==> config.mk <==
export PLATFORM = sky130hd
export DESIGN_NAME = cc_screen_sequencer
export DESIGN_NICKNAME = d
export VERILOG_FILES = /design/src/rtl/cc_screen_sequencer.sv
export SDC_FILE = /design/constraint.sdc
export NUM_CORES = 1
export LEC_CHECK = 0
export CELL_PAD_IN_SITES_DETAIL_PLACEMENT = 1
export CELL_PAD_IN_SITES_GLOBAL_PLACEMENT = 1
export CORE_AREA = 2 2 74 76
export CTS_BUF_LIST = sky130_fd_sc_hd__clkbuf_4
export DETAILED_ROUTE_END_ITERATION = 8
export DIE_AREA = 0 0 76 78
export DONT_BUFFER_PORTS = 1
export PLACE_DENSITY_LB_ADDON = 0.1
export REMOVE_ABC_BUFFERS = 1
export SYNTH_ARGS = -nofsm -noshare
export SYNTH_HDL_FRONTEND = slang
export SYNTH_SLANG_ARGS = --single-unit
==> constraint.sdc <==
create_clock -name CC_SCREENSEQ_CLOCK_50 -period 6.15 [get_ports CC_SCREENSEQ_CLOCK_50]
set_input_delay 1.23 -clock CC_SCREENSEQ_CLOCK_50 [delete_from_list [all_inputs] [get_ports CC_SCREENSEQ_CLOCK_50]]
set_output_delay 1.23 -clock CC_SCREENSEQ_CLOCK_50 [all_outputs]
set_load 0.05 [all_outputs]
==> src/rtl/cc_screen_sequencer.sv <==
// Screen sequencer: drives the 3-way screen mux through IDLE -> CLEAR -> FILL -> PLAY on a divided tick.
// In PLAY an 8-bit LFSR produces one obstacle row per tick. Optional feature macro: SCREENSEQ_PAUSE_EN.
module cc_screen_sequencer #(
    parameter int         DATAWIDTH   = 8,
    parameter int         TICK_DIV    = 25000000,
    parameter int         CLEAR_TICKS = 2,
    parameter int         FILL_TICKS  = 2,
    parameter logic [7:0] LFSR_SEED   = 8'hA5
) (
    input  logic                 CC_SCREENSEQ_CLOCK_50,
    input  logic                 CC_SCREENSEQ_RESET_InHigh,
    input  logic                 CC_SCREENSEQ_start_InHigh,
    input  logic                 CC_SCREENSEQ_pause_InHigh,
    output logic [DATAWIDTH-1:0] CC_SCREENSEQ_select_OutBus,
    output logic [DATAWIDTH-1:0] CC_SCREENSEQ_data_OutBus,
    output logic                 CC_SCREENSEQ_rowvalid_OutHigh,
    output logic [1:0]           CC_SCREENSEQ_state_OutBus
);

    localparam int CNT_W     = (TICK_DIV > 1) ? $clog2(TICK_DIV) : 1;
    localparam int MAX_TICKS = (CLEAR_TICKS > FILL_TICKS) ? CLEAR_TICKS : FILL_TICKS;
    localparam int NUM_W     = $clog2(MAX_TICKS + 1);

    localparam logic [CNT_W-1:0]     TICK_LAST  = CNT_W'(TICK_DIV - 1);
    localparam logic [CNT_W-1:0]     CNT_ONE    = CNT_W'(1);
    localparam logic [NUM_W-1:0]     CLEAR_LAST = NUM_W'(CLEAR_TICKS - 1);
    localparam logic [NUM_W-1:0]     FILL_LAST  = NUM_W'(FILL_TICKS - 1);
    localparam logic [NUM_W-1:0]     NUM_MAX    = NUM_W'(MAX_TICKS);
    localparam logic [NUM_W-1:0]     NUM_ONE    = NUM_W'(1);
    localparam logic [7:0]           SEED       = (LFSR_SEED == 8'h00) ? 8'h01 : LFSR_SEED;
    localparam logic [DATAWIDTH-1:0] SEL_BLANK  = '0;
    localparam logic [DATAWIDTH-1:0] SEL_FILL   = DATAWIDTH'(1);
    localparam logic [DATAWIDTH-1:0] SEL_ROW    = DATAWIDTH'(2);

    typedef enum logic [1:0] {
        S_IDLE  = 2'd0,
        S_CLEAR = 2'd1,
        S_FILL  = 2'd2,
        S_PLAY  = 2'd3
    } stateT;

    stateT                r_state;
    logic [CNT_W-1:0]     r_tickCnt;
    logic [NUM_W-1:0]     r_tickNum;
    logic [7:0]           r_lfsr;
    logic [DATAWIDTH-1:0] r_select;
    logic [DATAWIDTH-1:0] r_data;
    logic                 r_rowValid;

    logic                 w_pause;
    logic                 w_tick;
    logic                 w_advance;
    logic [7:0]           w_lfsrNext;

`ifdef SCREENSEQ_PAUSE_EN
    assign w_pause = CC_SCREENSEQ_pause_InHigh;
`else
    logic w_unusedPause;
    assign w_unusedPause = CC_SCREENSEQ_pause_InHigh;
    assign w_pause       = 1'b0;
`endif

    // The counter is held at 0 in IDLE, so a tick can only occur once the sequence is running.
    assign w_tick     = (r_tickCnt == TICK_LAST);
    assign w_advance  = w_tick && !w_pause && (r_state != S_IDLE);
    assign w_lfsrNext = {r_lfsr[6:0], r_lfsr[7] ^ r_lfsr[5] ^ r_lfsr[4] ^ r_lfsr[3]};

    always_ff @(posedge CC_SCREENSEQ_CLOCK_50 or posedge CC_SCREENSEQ_RESET_InHigh) begin
        if (CC_SCREENSEQ_RESET_InHigh) begin
            r_state    <= S_IDLE;
            r_tickCnt  <= '0;
            r_tickNum  <= '0;
            r_lfsr     <= SEED;
            r_select   <= SEL_BLANK;
            r_data     <= '0;
            r_rowValid <= 1'b0;
        end else if (CC_SCREENSEQ_start_InHigh) begin
            // Restart from any state; a coinciding tick is dropped and the LFSR keeps its value.
            r_state    <= S_CLEAR;
            r_tickCnt  <= '0;
            r_tickNum  <= '0;
            r_select   <= SEL_BLANK;
            r_data     <= '0;
            r_rowValid <= 1'b0;
        end else begin
            r_rowValid <= 1'b0;
            if (r_state != S_IDLE && !w_pause) begin
                r_tickCnt <= w_tick ? '0 : r_tickCnt + CNT_ONE;
            end
            case (r_state)
                S_IDLE: begin
                    r_select <= SEL_BLANK;
                    r_data   <= '0;
                end
                S_CLEAR: begin
                    if (w_advance) begin
                        if (r_tickNum == CLEAR_LAST) begin
                            r_state   <= S_FILL;
                            r_tickNum <= '0;
                            r_select  <= SEL_FILL;
                        end else begin
                            r_tickNum <= r_tickNum + NUM_ONE;
                        end
                    end
                end
                S_FILL: begin
                    if (w_advance) begin
                        if (r_tickNum == FILL_LAST) begin
                            r_state    <= S_PLAY;
                            r_tickNum  <= '0;
                            r_select   <= SEL_ROW;
                            r_data     <= DATAWIDTH'(r_lfsr);
                            r_rowValid <= 1'b1;
                        end else begin
                            r_tickNum <= r_tickNum + NUM_ONE;
                        end
                    end
                end
                S_PLAY: begin
                    if (w_advance) begin
                        r_lfsr     <= w_lfsrNext;
                        r_data     <= DATAWIDTH'(w_lfsrNext);
                        r_rowValid <= 1'b1;
                        if (r_tickNum != NUM_MAX) begin
                            r_tickNum <= r_tickNum + NUM_ONE;
                        end
                    end
                end
                default: begin
                    r_state <= S_IDLE;
                end
            endcase
        end
    end

    assign CC_SCREENSEQ_select_OutBus    = r_select;
    assign CC_SCREENSEQ_data_OutBus      = r_data;
    assign CC_SCREENSEQ_rowvalid_OutHigh = r_rowValid;
    assign CC_SCREENSEQ_state_OutBus     = r_state;

endmodule

; Word-level counts from Yosys, hierarchy flattened
; Index checks and enable logic that the tools add are counted.
[classes]
n_bitwise = 4
muxes = 31
reduce_logical = 14
n_addsub = 2
n_eq_ne = 13
[ops]
columns = cell, n
row1 = 2-to-1 mux 25 bit, 3
row2 = 2-to-1 mux 8 bit, 9
row3 = case mux 8 bit (3 select lines), 2
row4 = adder 25 x 1 -> 25 bit (second input constant), 1
row5 = equality test 25 bit (second input constant), 1
row6 = 2-to-1 mux 2 bit, 10
row7 = inequality test 3 bit (second input constant), 6
row8 = AND reduction 5 bit, 2
row9 = case mux 2 bit (2 select lines), 2
row10 = AND reduction 4 bit, 2
row11 = nonzero test 4 bit, 2
row12 = nonzero test 3 bit, 2
row13 = equality test 2 x 1 -> 1 bit (second input constant), 2
row14 = equality test 2 bit (second input constant), 2
row15 = 2-to-1 mux 1 bit, 4
row16 = nonzero test 2 bit, 2
row17 = inequality test 3 x 1 -> 1 bit (second input constant), 1
row18 = AND reduction 3 bit, 1
row19 = XOR 1 bit, 3
row20 = adder 2 x 1 -> 2 bit (second input constant), 1
row21 = logical NOT 2 bit, 1
row22 = inequality test 2 bit (second input constant), 1
row23 = case mux 1 bit (2 select lines), 1
row24 = OR reduction 2 bit, 1
row25 = 2 further kinds, 2
[word_totals]
input_bits = 4
out_inout_bits = 19
ff_bits = 54
word_cells = 71

; Logic depth before layout (Yosys ltp)
; Gate-level depths: netlist of the first run.
[depth]
depth_word = 6
mapped_depth = 8

; Worst setup path before layout of the first run
; Ideal clock, no wire load.
[synth_timing]
path_type = flip-flop to flip-flop
start = register r_state[0] (netlist: CC_SCREENSEQ_state_OutBus[0])
end = register r_lfsr[1]
required_ns = 6.025
t_arrival_ns = 2.511
stages_incl_launch_ff = 7
path_slack_ns = 3.514
path_cell_list = dfrtp_1 -> inv_1 -> ha_1 -> clkbuf_1 -> or3_4 -> nor4b_4 -> mux2_2
[synth_between]
elab_chain_len = 3
elab_cells_between_ends = 4
classes_between = 1 x eq/ne / 3 x reduce/logical
[synth_rtl]
columns = item, line
row1 = from (decl), 42  ; stateT r_state;
row2 = from (signal assigned), 70  ; r_state <= S_IDLE;
row3 = from (signal assigned), 79  ; r_state <= S_CLEAR;
row4 = from (signal assigned), 98  ; r_state <= S_FILL;
row5 = nonzero test 2 bit, 65  ; assign w_advance = w_tick && !w_pause && (r_state != S_IDLE);
row6 = logical AND 1 bit, 65
row7 = AND reduction 3 bit (no source line) *, -
row8 = to (signal assigned), 121  ; r_lfsr <= w_lfsrNext;
row9 = to (decl), 45  ; logic [7:0] r_lfsr;
; Mark *: on every way between the ends. The rest lies on a longest branch, timed or not.
; A chain may end at the register's enable or synchronous reset.

; Worst setup path in the final report of the first run
[layout_timing]
start = register r_state[1] (netlist: CC_SCREENSEQ_state_OutBus[1])
end = register r_lfsr[4]
; Same word-level chain as after synthesis.

==> results of run 1 <==
-- per-stage QoR --
stage | std cells | power (W) | util | area (um^2) | hold slack (ns)
floorplan | 268 | 0.0003565 | - | 2710 | 0.4517
global placement | 339 | 0.0003630 | 0.5563 | 2805 | 0.4851
detailed placement | 339 | 0.0003641 | 0.5563 | 2805 | 0.4913
CTS | 347 | 0.0005528 | 0.5722 | 2885 | 0.5146
global route | 347 | 0.0005704 | 0.5722 | 2885 | 0.5545
finish | 347 | 0.0005481 | 0.5722 | 2885 | 0.5129
-- per-layer routing --
layer / vias up / GRT usage
met5: - / 0
met4: 0 / 0.06727
met3: 8 / 0.03721
met2: 32 / 0.4054
met1: 1092 / 0.3129
li1: 1021 / -
-- registers in the layout, indices dropped and copies added (netlist names) --
register	cells
CC_SCREENSEQ_select_OutBus	2
CC_SCREENSEQ_data_OutBus	8
r_lfsr	8
r_tickCnt	25
CC_SCREENSEQ_rowvalid_OutHigh	1
CC_SCREENSEQ_state_OutBus	2
r_tickNum	2
-- worst register-to-register path: stages (launching register included) --
cell	delay (ns)
dfrtp_1	0.77
inv_1	0.21
ha_1	0.38
or3_4	0.48
nor4b_4	0.57
mux2_2	0.41
-- worst paths after layout --
check                      cells past startpoint                     endpoint  slack [ns]                         start
hold reg to reg                                1                r_tickCnt[24]        0.51                 r_tickCnt[24]
hold / removal                                 1                r_tickCnt[24]        0.51                 r_tickCnt[24]
setup / recovery                               5                    r_lfsr[4]        3.23  CC_SCREENSEQ_state_OutBus[1]
min in group asynchronous                      1  CC_SCREENSEQ_data_OutBus[7]        0.95     CC_SCREENSEQ_RESET_InHigh
setup reg to reg                               5                    r_lfsr[4]        3.23  CC_SCREENSEQ_state_OutBus[1]
max in group asynchronous                      1                r_tickCnt[17]        4.57     CC_SCREENSEQ_RESET_InHigh
-- where the power goes --
| group | internal, W | total (W) | switching (W) |
|---|---|---|---|
| combinational | 0.00000877 | 0.0000340 | 0.0000253 |
| sequential | 0.000319 | 0.000324 | 0.00000451 |
| clock | 0.0000849 | 0.000190 | 0.000105 |
-- cell usage after synthesis, types with 2 or more instances --
library cell,count,area [um^2]
clkbuf_1,4,15.01
a21oi_1,15,75.07
ha_1,6,75.07
nor2_1,9,33.78
or3_1,3,18.77
inv_1,8,30.03
o211ai_1,4,30.03
nor3_1,5,25.02
nor4_1,6,37.54
nor4b_1,3,26.28
and4_4,2,22.52
buf_1,3,11.26
or4_1,2,15.01
mux2_2,17,191.4
xnor2_1,3,26.28
nor2b_1,7,43.79
nor4_2,2,25.02
a41oi_1,2,17.52
nand4_1,5,31.28
and2_1,4,25.02
buf_2,6,30.03
a31oi_1,13,81.33
o21ai_0,7,35.03
mux2i_1,4,40.04
buf_4,6,45.04
nand2_1,26,97.59
and4_1,3,26.28
nand3_1,22,110.1
a22o_1,12,105.1
nand2b_1,5,31.28
dfrtp_1,44,1101
dfstp_2,4,105.1
-- kinds of logic after synthesis --
| kind of cell | Yosys count | synth area share |
|---|---|---|
| and+or+nand+nor | 113 | 0.2347 |
| buffers and inverters | 28 | 0.05087 |
| DFF | 48 | 0.4302 |
| muxes | 21 | 0.08255 |
| xor gates and xnor gates | 4 | 0.01250 |
| other | 1 | 0.001337 |
| AOI/OAI and AO/OA | 62 | 0.1611 |
| adders and majority gates | 6 | 0.02677 |
-- layout make-up --
class	count	area, um^2	area share
Inverter	8	30.03	0.01041
Clock inverter	3	42.54	0.01474
Tap cell	70	87.58	0.03036
Clock buffer	5	37.54	0.01301
Timing Repair Buffer	1	7.507	0.002602
Sequential cell	48	1206	0.4180
Multi-Input combinational cell	212	1474	0.5108
==> metrics.md, run 1 <==
| Metric | Value |
|---|---|
| Status | finished, final reports clean |
| Vias in the first global route | around 2,200 |
| Most common cell after layout, fill and taps aside | dfrtp_1 |
| CTS tree | done |
| Routed Antenna Nets | 0 |
| RSZ-0062 raised after global routing | false |
| Full die area | between 5000 and 6000 um^2 |
| Sequential fraction of the synthesis area | 0.4302 |
| Vias/cell | about 6.2 |
| Place WS | between 3 and 4 ns |
| CP bufs+invs | 1 |
| First-pass GRT wire length | roughly 11 mm |
| Metal3 WL | between 150 and 200 um |
| CP Launch Type | flop |
| Setup bufs post-CTS | 0 |
| CP max stage delay | about 0.77 ns |
| Setup TNS | 0 ns |
| Worst rel slew slack | 0.3300 |
| Synth async-reset ratio | 1.000 |
| Final setup viols | 0 |
| Req. time, crit path | 6.42 ns |
| Final nets | around 290 |
| CP cell instances | inv_1 -> ha_1 -> or3_4 -> nor4b_4 -> mux2_2 |
| TritonRoute pass-1 iters | 4 |
| Crit Path Max Fanout | 9 |
| Slowest CP cell | dfrtp_1 |
| P&R area growth vs syn | 2.901% |
| Initial Utilization | 0.5561 |
| Power Dens Cells | 190.0 nW/um^2 |
| # fillers | approximately 580 |
| Drt initial violations | roughly 110 |
| Dpl hpwl | between 4 and 5 mm |
| Worst-path clk slew | approximately 0.14 ns |
| M1 WL | 3.002 mm |
| Die width | 76 um |
| CTS Hold Buffers Added | 0 |
| Crit share post-route | 0.4748 |
| Port Buffer Count | 0 |
| Post-CTS resize count | 0 |
| Final WL | between 6 and 7 mm |
| Worst Slack Setup Final | 3.230 ns |
| Static leakage power | between 1 and 1.5 nW |
| Predominant post-synthesis flop cell | dfrtp_1 |
| Via count | about 2,200 |
| Worst hold path type | reg -> reg |
| ANT cells | 0 |
| Worst Path Arrival | about 3.2 ns |
| Layout cells sized above 1 | 0.1625 |
| Cts bufs inserted | 5 |
| CP Capture Type | flop |
| RD Place Congestion | roughly 0.75 |
| Max Freq | 342.4 MHz |
| Distinct cells, synth | between 50 and 60 |
| Tmin final | around 2.9 ns |
| VDD IR max | roughly 85 uV |
| Core area | roughly 5000 um^2 |
| Syn. warnings | 0 |
| Drt wl/cell | 19.19 um |
| Critical path's top delay family | simple AND/OR/NAND/NOR gates |
| Initial antenna violation count | 0 |
| Mean Syn Cell Area | about 10 um^2 |
| Worst skew pair latency | about 0.37 ns |
| Critical path class | reg -> reg |
| WL met2 | about 3.4 mm |
| Clk root buf | clkbuf_4 |
| Yosys reg bits | 48 |
| Mapped cell area | roughly 2800 um^2 |
| Clock H-tree levels | 2 |
| Top Metal Used | met4 |
| Commonest non-fill, non-tap cells in the layout | 44 x dfrtp_1, 26 x nand2_1, 22 x nand3_1, 17 x mux2_2, 15 x a21oi_1 |
| Clock Path Buffers | 2 |
| Syn Inst Count | 283 |
| # DRC | 0 |
| Worst Max-Slew Pin Slew | between 1 and 1.5 ns |
| Gr usage total | 0.2364 |
| Largest net degree at the start of global routing | 49 |
| Hold Vio Cnt, Final | 0 |
| Max Cap Viol | 0 |
| EDFF count, synth | 0 |
| Total grt overflow | 0 |
| FP Rows | 26 |
| Clock sink total | 48 |
| IO Count | 23 |
| Clk_skew | between 0.015 and 0.02 ns |
| Max-slew violations | 0 |
| Die H | 78 um |
(Power assumes the default switching activity.)
==> inputs of run 2 (changes only) <==
--- a/config.mk
+++ b/config.mk
@@ -7,10 +7,10 @@
 export LEC_CHECK = 0
 export CELL_PAD_IN_SITES_DETAIL_PLACEMENT = 1
 export CELL_PAD_IN_SITES_GLOBAL_PLACEMENT = 1
-export CORE_AREA = 2 2 74 76
+export CORE_AREA = 2 2 77 79
 export CTS_BUF_LIST = sky130_fd_sc_hd__clkbuf_4
 export DETAILED_ROUTE_END_ITERATION = 8
-export DIE_AREA = 0 0 76 78
+export DIE_AREA = 0 0 79 81
 export DONT_BUFFER_PORTS = 1
 export PLACE_DENSITY_LB_ADDON = 0.1
 export REMOVE_ABC_BUFFERS = 1
==> constraint.sdc (replaced) <==
create_clock -name CC_SCREENSEQ_CLOCK_50 -period 3.02 [get_ports CC_SCREENSEQ_CLOCK_50]
set_input_delay 0.604 -clock CC_SCREENSEQ_CLOCK_50 [delete_from_list [all_inputs] [get_ports CC_SCREENSEQ_CLOCK_50]]
set_output_delay 0.604 -clock CC_SCREENSEQ_CLOCK_50 [all_outputs]
set_load 0.05 [all_outputs]
==> run 2 against run 1 <==
Utilization decreased by 5.5 points. Global-route usage down 1.8 points. Power up 100%. Largest cell class unchanged. Critical endpoint is now CC_SCREENSEQ_data_OutBus[7]. Count of clock-buffer cells in the layout is the same. Register-to-register slack worse by 2.6 ns.
==> metrics.md, run 2 (same netlist as run 1, synthesis figures left out) <==
| Metric | Value |
|---|---|
| Status | finished, final reports clean |
| Cts bufs inserted | 5 (unchanged) |
| CP Launch Type | flop |
| Core area | 5675 um^2 (+13%) |
| Vias/cell | 6.031 (-2.8%) |
| Hold Vio Cnt, Final | 0 (unchanged) |
| Worst-path clk slew | 0.15 ns (about the same) |
| Vias in the first global route | 2,180 (-0.82%) |
| ANT cells | 0 (unchanged) |
| TritonRoute pass-1 iters | 4 (unchanged) |
| Gr usage total | 0.2188 (-0.01759) |
| IO Count | 23 (unchanged) |
| Max Freq | 415.4 MHz (+21%) |
| First-pass GRT wire length | 10.98 mm (-2.6%) |
| Post-Layout Cell Count | 358 (+3.2%) |
| Worst Path Arrival | 2.68 ns (-0.51 ns) |
| Drt initial violations | 105 (-5.4%) |
| Reg with most FFs | r_tickCnt |
| Worst hold path type | in -> reg |
| Power Dens Cells | 381.7 nW/um^2 (+100%) |
| Worst Max-Slew Pin Slew | 1.011 ns (+0.007722 ns) |
| Post-CTS resize count | 0 (unchanged) |
| CP Capture Type | flop |
| Die H | 81 um (+3.8%) |
| Critical path class | reg -> reg |
| Crit share post-route | 0.7971 (+0.3222) |
| Drt wl/cell | 17.75 um (-7.5%) |
| Clk root buf | clkbuf_4 |
| # fillers | 639 (+11%) |
| RD Place Congestion | 0.7634 (+2.3%) |
| Largest net degree at the start of global routing | 49 (unchanged) |
| # DRC | 0 (unchanged) |
| Initial Utilization | 0.4940 (-0.06203) |
| Setup bufs post-CTS | 0 (unchanged) |
| Max-slew violations | 0 (unchanged) |
| Routed Antenna Nets | 0 (unchanged) |
| Clock sink total | 48 (unchanged) |
| Final setup viols | 0 (unchanged) |
| Max Cap Viol | 0 (unchanged) |
| CTS Hold Buffers Added | 0 (unchanged) |
| VDD IR max | 217.8 uV (+160%) |
| Req. time, crit path | 3.29 ns (-3.13 ns) |
| Static leakage power | 1.241 nW (+2.5%) |
| Crit Path Max Fanout | 8 (-1) |
| RSZ-0062 raised after global routing | false |
| Dpl hpwl | 4.316 mm (-5.9%) |
| DP Cell Count | 350 (+3.2%) |
| Final WL | 6.355 mm (-4.6%) |
| FP Rows | 28 (+7.7%) |
| Worst rel slew slack | 0.3248 (-0.005156) |
| Worst skew pair latency | 0.37 ns (about the same) |
| Total grt overflow | 0 (unchanged) |
| Die width | 79 um (+3.9%) |
| Commonest non-fill, non-tap cells in the layout | 44 x dfrtp_1, 26 x nand2_1, 22 x nand3_1, 17 x mux2_2, 15 x a21oi_1 |
| Layout cells sized above 1 | 0.1802 (+0.01776) |
| Via count | 2,159 (+0.28%) |
| CTS tree | done |
| Clk_skew | 0.008569 ns (-0.008753 ns) |
| Most common cell after layout, fill and taps aside | dfrtp_1 |
| P&R area growth vs syn | 4.730% |
| Port Buffer Count | 0 (unchanged) |
| Clock Path Buffers | 2 (unchanged) |
| Tmin final | 2.407 ns (-0.5131 ns) |
| Initial antenna violation count | 0 (unchanged) |
| Final nets | 292 (+2.1%) |
| Full die area | 6399 um^2 (+7.9%) |
| Max reg flops | 25 (unchanged) |
| Clock H-tree levels | 2 (unchanged) |
| Setup TNS | 0 ns (unchanged) |
run 2: cell types whose count changed in the layout (fill, tap and decap cells not counted), sizes merged:
cell and delta:
buf +6
run 2: worst paths after layout:
path                                                     end  cells after the start  slack (ns)                       from
max in group asynchronous       CC_SCREENSEQ_state_OutBus[0]                      1        2.07  CC_SCREENSEQ_RESET_InHigh
worst max register to register   CC_SCREENSEQ_data_OutBus[7]                      5        0.61              r_tickCnt[17]
worst min-delay path                            r_tickCnt[2]                      1        0.27  CC_SCREENSEQ_start_InHigh
min in group asynchronous                      r_tickCnt[12]                      1        0.33  CC_SCREENSEQ_RESET_InHigh
worst min register to register                 r_tickCnt[24]                      1        0.51              r_tickCnt[24]
worst max-delay path             CC_SCREENSEQ_data_OutBus[7]                      5        0.61              r_tickCnt[17]
run 2: layout make-up:
| class | instances | area, um^2 | share of cell area |
|---|---|---|---|
| multi-input cells | 212 | 1474 | 0.5019 |
| clock buffers | 5 | 37.54 | 0.01278 |
| well taps | 75 | 93.84 | 0.03196 |
| clock inverters | 3 | 42.54 | 0.01449 |
| flip-flops and latches | 48 | 1206 | 0.4107 |
| inverters | 8 | 30.03 | 0.01023 |
| repair buffers | 7 | 52.55 | 0.01790 |
run 2: power by group:
group	total (W)	internal [W]	switching [W]
Clock	0.000392	0.000173	0.000219
Sequential	0.000660	0.000650	0.00000916
Combinational	0.0000693	0.0000187	0.0000506
Total	0.00112	0.000842	0.000279
run 2: per-stage QoR:
stage | power (W) | hold WS, ns | instance area, um^2 | worst slack, ns | util
after global placement | 0.0007407 | 0.4854 | 2856 | 0.7044 | 0.5033
after CTS | 0.001136 | 0.2582 | 2937 | 0.6037 | 0.5174
after detailed placement | 0.0007420 | 0.4877 | 2856 | 0.6342 | 0.5033
after floorplan | 0.0007260 | 0.4517 | 2710 | 0.4633 | -
after global routing | 0.001162 | 0.2515 | 2937 | 0.4111 | 0.5174
final | 0.001121 | 0.2747 | 2937 | 0.6128 | 0.5174
run 2: worst max-delay path, stage by stage, from the launching register on:
cell and delay (ns):
dfrtp_1 0.46, nor4b_1 0.30, and4_1 0.47, a41oi_1 0.20
o211ai_2 0.47, mux2_2 0.40
run 2: per-layer routing:
metal  vias to the layer above  global-route usage  part of all wire
li1                       1038                   -                 -
met1                      1089              0.3014              0.50
met2                        25              0.3636              0.47
met3                         7             0.03000             0.020
met4                         0             0.06207             0.011
met5                         -                   0                 0
